### config.mk
export PLATFORM = sky130hd
export DESIGN_NAME = fifo_stream_serializer_flat
export DESIGN_NICKNAME = d
export VERILOG_FILES = /design/src/rtl/fifo_stream_serializer_if.sv /design/src/rtl/fifo_stream_serializer.sv /design/src/flat_wrapper.sv
export SDC_FILE = /design/constraint.sdc
export NUM_CORES = 1
export LEC_CHECK = 0
export BUFFER_PORTS_ARGS = -buffer_cell sky130_fd_sc_hd__clkbuf_2
export CAP_MARGIN = 20
export CELL_PAD_IN_SITES_DETAIL_PLACEMENT = 2
export CELL_PAD_IN_SITES_GLOBAL_PLACEMENT = 2
export CORE_ASPECT_RATIO = 1.2
export CORE_MARGIN = 5
export CORE_UTILIZATION = 33
export DETAILED_ROUTE_END_ITERATION = 10
export PLACE_DENSITY = 0.88
export SYNTH_ARGS = -nofsm -noshare
export SYNTH_HDL_FRONTEND = slang
export SYNTH_SLANG_ARGS = --single-unit
### constraint.sdc
create_clock -name clk_i -period 2.7 [get_ports clk_i]
set_input_delay 0.27 -clock clk_i [delete_from_list [all_inputs] [get_ports clk_i]]
set_output_delay 0.27 -clock clk_i [all_outputs]
set_load 0.02 [all_outputs]
### src/rtl/fifo_stream_serializer_if.sv
// FIFO-side and stream-side signals of the wide-to-narrow serializer.
// last_o exists only when FIFO_SER_LAST_EN is defined.
interface fifo_stream_serializer_if #(
  parameter int IN_WIDTH  = 32,
  parameter int OUT_WIDTH = 8
);
  logic                 fifo_empty_i;
  logic [IN_WIDTH-1:0]  fifo_data_i;
  logic                 fifo_pop_o;
  logic                 valid_o;
  logic                 ready_i;
  logic [OUT_WIDTH-1:0] data_o;
  logic                 busy_o;
`ifdef FIFO_SER_LAST_EN
  logic                 last_o;

  modport master (
    input  fifo_empty_i, fifo_data_i, ready_i,
    output fifo_pop_o, valid_o, data_o, busy_o, last_o
  );

  modport slave (
    output fifo_empty_i, fifo_data_i, ready_i,
    input  fifo_pop_o, valid_o, data_o, busy_o, last_o
  );
`else
  modport master (
    input  fifo_empty_i, fifo_data_i, ready_i,
    output fifo_pop_o, valid_o, data_o, busy_o
  );

  modport slave (
    output fifo_empty_i, fifo_data_i, ready_i,
    input  fifo_pop_o, valid_o, data_o, busy_o
  );
`endif
endinterface

### src/rtl/fifo_stream_serializer.sv
// Pops wide FIFO words and streams them as narrow LSB-first slices.
// Define FIFO_SER_LAST_EN to add last_o marking each word's final slice.
module fifo_stream_serializer #(
  parameter int IN_WIDTH  = 32,
  parameter int OUT_WIDTH = 8
) (
  input  logic clk_i,
  input  logic rst_i,
  input  logic flush_i,
  fifo_stream_serializer_if.master bus
);
  localparam int OW_SAFE   = (OUT_WIDTH > 0) ? OUT_WIDTH : 1;
  localparam int RATIO     = IN_WIDTH / OW_SAFE;
  localparam int CNT_WIDTH = (RATIO > 1) ? $clog2(RATIO) : 1;

  if (OUT_WIDTH <= 0 || (IN_WIDTH % OW_SAFE) != 0 || RATIO < 1)
  begin : g_bad_cfg
    $error("IN_WIDTH must be a nonzero multiple of OUT_WIDTH");
  end

  typedef enum logic {
    IDLE,
    BUSY
  } state_t;

  state_t               r_state;
  state_t               w_state_nxt;
  logic [IN_WIDTH-1:0]  r_shift;
  logic [CNT_WIDTH-1:0] r_cnt;
  logic                 w_last;
  logic                 w_hs;
  logic                 w_load;

  // With RATIO==1 the counter never leaves 0, so every slice is last.
  assign w_last = (r_cnt == CNT_WIDTH'(RATIO - 1));
  assign w_hs   = (r_state == BUSY) & bus.ready_i;
  assign w_load = ~bus.fifo_empty_i & ~flush_i &
                  ((r_state == IDLE) | (w_hs & w_last));

  always_ff @(posedge clk_i) begin
    if (rst_i) r_state <= IDLE;
    else       r_state <= w_state_nxt;
  end

  always_comb begin
    w_state_nxt = r_state;
    if (flush_i)             w_state_nxt = IDLE;
    else if (w_load)         w_state_nxt = BUSY;
    else if (w_hs && w_last) w_state_nxt = IDLE;
  end

  always_ff @(posedge clk_i) begin
    if (rst_i) begin
      r_shift <= '0;
      r_cnt   <= '0;
    end else if (flush_i) begin
      r_cnt   <= '0;
    end else if (w_load) begin
      r_shift <= bus.fifo_data_i;
      r_cnt   <= '0;
    end else if (w_hs) begin
      if (w_last) begin
        r_cnt   <= '0;
      end else begin
        r_shift <= r_shift >> OUT_WIDTH;
        r_cnt   <= r_cnt + CNT_WIDTH'(1);
      end
    end
  end

  assign bus.fifo_pop_o = w_load & ~rst_i;
  assign bus.valid_o    = (r_state == BUSY);
  assign bus.busy_o     = (r_state == BUSY);
  assign bus.data_o     = r_shift[OUT_WIDTH-1:0];
`ifdef FIFO_SER_LAST_EN
  assign bus.last_o     = (r_state == BUSY) & w_last;
`endif
endmodule

### src/flat_wrapper.sv
// flat-port wrapper written by rule: the top's interface ports become plain ports
module fifo_stream_serializer_flat 
#(
  parameter int IN_WIDTH  = 32,
  parameter int OUT_WIDTH = 8
)
  (clk_i, rst_i, flush_i, bus_fifo_empty_i, bus_fifo_data_i, bus_ready_i, bus_fifo_pop_o, bus_valid_o, bus_data_o, bus_busy_o);
  fifo_stream_serializer_if #(.IN_WIDTH(IN_WIDTH), .OUT_WIDTH(OUT_WIDTH)) bus_i ();
  input  logic clk_i;
  input  logic rst_i;
  input  logic flush_i;
  input wire logic [$bits(bus_i.fifo_empty_i)-1:0] bus_fifo_empty_i;
  input wire logic [$bits(bus_i.fifo_data_i)-1:0] bus_fifo_data_i;
  input wire logic [$bits(bus_i.ready_i)-1:0] bus_ready_i;
  output wire logic [$bits(bus_i.fifo_pop_o)-1:0] bus_fifo_pop_o;
  output wire logic [$bits(bus_i.valid_o)-1:0] bus_valid_o;
  output wire logic [$bits(bus_i.data_o)-1:0] bus_data_o;
  output wire logic [$bits(bus_i.busy_o)-1:0] bus_busy_o;
  assign bus_i.fifo_empty_i = bus_fifo_empty_i;
  assign bus_i.fifo_data_i = bus_fifo_data_i;
  assign bus_i.ready_i = bus_ready_i;
  assign bus_fifo_pop_o = bus_i.fifo_pop_o;
  assign bus_valid_o = bus_i.valid_o;
  assign bus_data_o = bus_i.data_o;
  assign bus_busy_o = bus_i.busy_o;
  fifo_stream_serializer #(.IN_WIDTH(IN_WIDTH), .OUT_WIDTH(OUT_WIDTH)) u_core (.clk_i(clk_i), .rst_i(rst_i), .flush_i(flush_i), .bus(bus_i));
endmodule
Word level (Yosys, flattened, before mapping)
Cells that the tools add are included.
{"block": "op_classes", "mux": 6, "mul": 0, "n_lt_le_gt_ge": 0, "bitwise_logic": 10, "n_eq_ne": 2, "div_mod_pow": 0, "shifts": 0, "reduce_logical": 6, "addsub": 1}
{"operator": "2-to-1 mux 32 bit", "count": 3}
{"operator": "bitwise AND 1 bit", "count": 5}
{"operator": "NOT 1 bit", "count": 4}
{"operator": "nonzero test 2 bit", "count": 2}
{"operator": "AND reduction 3 bit", "count": 1}
{"operator": "OR reduction 3 bit", "count": 1}
{"operator": "adder 2 x 1 -> 2 bit (second input constant)", "count": 1}
{"operator": "== test 2 bit (second input constant)", "count": 1}
{"operator": "2-to-1 mux 1 bit", "count": 2}
{"operator": "2-to-1 mux 2 bit", "count": 1}
{"operator": "!= test 2 bit (second input constant)", "count": 1}
{"operator": "OR reduction 2 bit", "count": 1}
{"operator": "logical AND 1 bit", "count": 1}
{"operator": "OR 1 bit", "count": 1}
{"block": "word_totals", "latchBits": 0, "out_inout_bits": 11, "wordCells": 28, "rom_bits": 0, "n_memories": 0, "ramBits": 0, "ff_bits": 35}

Logic depth before layout (Yosys ltp)
{"block": "logic_depth", "ltp_word": 6, "ltp_mapped": 6, "ltp_nobuf": 4}

Least setup slack after synthesis
No wires, ideal clock.
{"block": "synth_timing", "path_type": "register to output", "startpoint": "register u_core.r_cnt[0]", "endpoint": "output port bus_fifo_pop_o", "n_path_buf": 1, "arrival_ns": 1.334, "path_stages_with_launch": 5, "required_ns": 2.430, "slack_ns": 1.096, "cell_sequence": "dfxtp_1 ha_1 a21boi_4 buf_2 nor3_1"}
{"block": "synth_via", "elab_chain_len": 5}
{"item": "start, declared", "line": "fifo_stream_serializer.sv:29", "text": "logic [CNT_WIDTH-1:0] r_cnt;"}
{"item": "start signal, assigned", "line": "fifo_stream_serializer.sv:66", "text": "r_cnt <= r_cnt + CNT_WIDTH'(1);"}
{"item": "== test 2 bit", "line": "fifo_stream_serializer.sv:35", "text": "assign w_last = (r_cnt == CNT_WIDTH'(RATIO - 1));"}
{"item": "bitwise AND 1 bit", "line": "fifo_stream_serializer.sv:38", "text": "((r_state == IDLE) | (w_hs & w_last));"}
{"item": "OR 1 bit", "line": "fifo_stream_serializer.sv:38"}
{"item": "bitwise AND 1 bit", "line": "fifo_stream_serializer.sv:37", "text": "assign w_load = ~bus.fifo_empty_i & ~flush_i &"}
{"item": "bitwise AND 1 bit", "line": "fifo_stream_serializer.sv:71", "text": "assign bus.fifo_pop_o = w_load & ~rst_i;"}
{"item": "end, declared", "line": "flat_wrapper.sv:15", "text": "output wire logic [$bits(bus_i.fifo_pop_o)-1:0] bus_fifo_pop_o;"}
No other way between the ends.

Final worst setup path
Ends and elaborated chain as after synthesis.

==> impl_results.md <==
* Flop2flop setup slack at 0.73 ns
* DR iter-0 viols at 92
* CP Class: register to output pin
* TritonCTS Buffers at 5
* Maximum clock rate at 486 MHz
* LEAKAGE at 0.708 nW
* Mux cell area share after synthesis at 0.0114
* DIE AREA at 6880 um2
* Layout cells sized above 1 at 0.314
* Arrival time at the worst endpoint at 1.79 ns
* Mapped Cells at 181
* Port Buffer Count at 47
* Compound-Gate Fraction of Synth Area at 0.372
* FF+latch count, synth at 35
* Sequential fraction of the synthesis area at 0.400
* Number of diodes at 0
* Max transition margin at 0.414
* Mapped Nets at 219
* Flip-flop and latch area at 701 um2
* Period Utilization, post-route at 0.762
* CTS HTree Levels at 2
* Outcome: finished, final reports clean
* Synth Cell Area at 1750 um2
* Dpl cells at 264
* Gr usage total at 0.156
* PwrDens at 557 nW/um2
* WL/cell at 19.1 um
* Final Max Slew Viols at 0
* CTS clk-pin slew, worst paths at 0.07 ns
* Total grt overflow at 0
* Adder-cell share of the synthesized area at 0.00714
* Global-route wire length before repair at 8800 um
* Starting Density at 0.335
* Count of different cell masters after synthesis at 23
* Largest family of logic cells by synthesized area: compound AO/OA/AOI/OAI gates
* Routed vias/inst at 5.95
* Largest net degree at the start of global routing at 37
* Post-CTS Setup Inserts at 0
* Worst-Margin Slew at 0.880 ns
* Worst-Skew Late Latency at 0.30 ns
* Endpoints failing hold at 0
* Setup TNS at 0 ns
* DRT Pass-1 Iters at 4
* Post-CTS Resized at 0
* DRC Markers at 0
* Final net count at 247
* Area after DPL at 1860 um2
* RePlAce Congestion at 0.733
* Non-filler instance count after layout at 272
* End-of-flow core utilization at 0.374
* Yosys warning count at 0
* Xor and xnor area share after synthesis at 0
* Top post-synthesis cells by area: dfxtp_1, o211ai_1, a32oi_1, a21oi_1, buf_4
* CP Data Required Time at 2.43 ns
* Row count at 29
* Worst Setup End Kind: output pin
* Worst hold-check slack at 0.199 ns
* Clock root buffer: clkbuf_8
* Vias in the first global route at 1773
* RSZ-0062 raised after global routing: no
* Die H at 89.8 um
* FILL cells at 623
* Post-route ant nets at 0
* Syn Area/Cell at 9.68 um2
* Final setup skew at 0.00765 ns
* Maximum vdd drop at 0.214 mV
* Hold buffers post-CTS at 0
* Yosys top cell area share at 0.400
* CTS sink count at 35
* Ports at 48
* Max-cap viol count at 0
* Crit path time final at 2.06 ns
* Final HPWL DP at 3500 um
* Area delta synth->final at 11.3%
* Post-synthesis simple-gate area fraction at 0.0585
* Initial antenna violation count at 0
* Largest area contributor in the netlist: dfxtp_1
* Max Root-Sink Buffers at 2
* DR vias at 1618
* TritonCTS clock tree: built
* Area of the core at 5230 um2
* Worst setup SP type: register
* CP max FO at 23
* Min-Delay Path Class: input port to register
* Design area at 1950 um2
* Die Wd at 76.5 um
* Detailed Route WL at 5190 um
* Multi-input logic area at 790 um2
* Final setup violation count at 0
==> power by group <==
group	internal, W	leakage (nW)	switching [W]	total (W)
logic	0.0000574	0.382	0.0000878	0.000145
clock network	0.000179	0.0402	0.000209	0.000388
registers	0.000539	0.286	0.0000136	0.000553
total	0.000776	0.708	0.000310	0.00109
==> worst paths after layout <==
path,from,endpoint,cells past startpoint
max reg2reg,u_core.r_cnt[0],u_core.r_shift[24],5
min,bus_fifo_empty_i,u_core.bus.busy_o,2
min reg2reg,u_core.r_shift[31],u_core.r_shift[31],2
max,u_core.r_cnt[0],bus_fifo_pop_o,4
==> stage by stage <==
step           power [W]  setup WS, ns
2_1_floorplan   0.000667          1.10
3_3_place_gp    0.000706         0.833
3_5_place_dp    0.000711         0.734
4_1_cts          0.00109         0.619
5_1_grt          0.00113         0.506
6_report         0.00109         0.642
==> critical path: stages, from the launching register on <==
cell,delay (ns)
dfxtp_1,0.34
ha_1,0.27
a21boi_4,0.56
nor3_1,0.13
clkbuf_2,0.19
==> layer usage <==
metal	wire (um)	share of wire	vias up	global-route usage
li1	-	-	761	-
met1	2260	0.44	816	0.191
met2	2620	0.51	34	0.259
met3	223	0.043	7	0.0420
met4	82	0.016	0	0.0569
met5	0	0	-	0
==> cells by family (layout without fill, tap and decap cells) <==
group,after synthesis,after routing
AO/OA/AOI/OAI,91,91
buffers and inverters,34,63
AND/OR/NAND/NOR,18,18
adder cells (fa/ha/maj),1,1
flip-flops,35,35
multiplexers,2,2
==> state kept, by name (all words and copies together), names as in the netlist <==
| register | cells |
|---|---|
| u_core.bus.busy_o | 1 |
| u_core.r_cnt | 2 |
| u_core.r_shift | 32 |
==> synthesized netlist by cell type, drive strengths merged <==
cell type	instances
a211oi	1
a21bo	1
a21boi	1
a21oi	32
a32oi	24
and4bb	1
buf	31
clkbuf	3
dfxtp	35
ha	1
mux2i	2
nand2	1
nand3	8
nand4bb	1
nor2	3
nor3	1
nor4	2
o211ai	32
or2	1
==> placed cells by master, fill, tap and decap left out, types with 2 or more instances in the layout <==
cell        count
clkbuf_8        5
dfxtp_1        35
buf_4           8
nor4_1          2
mux2i_1         2
a21oi_1        32
clkbuf_2       47
nand3_1         8
o211ai_1       32
a32oi_1        24
clkinvlp_4      2
nor2_1          2
==> cell type report <==
type | count | share of cell area
clock buffers | 5 | 0.0353
repair buffers | 55 | 0.151
multi-input cells | 112 | 0.404
well taps | 62 | 0.0397
clock inverters | 3 | 0.0103
flip-flops and latches | 35 | 0.359
Note: power is estimated with default switching activity, not from simulation.
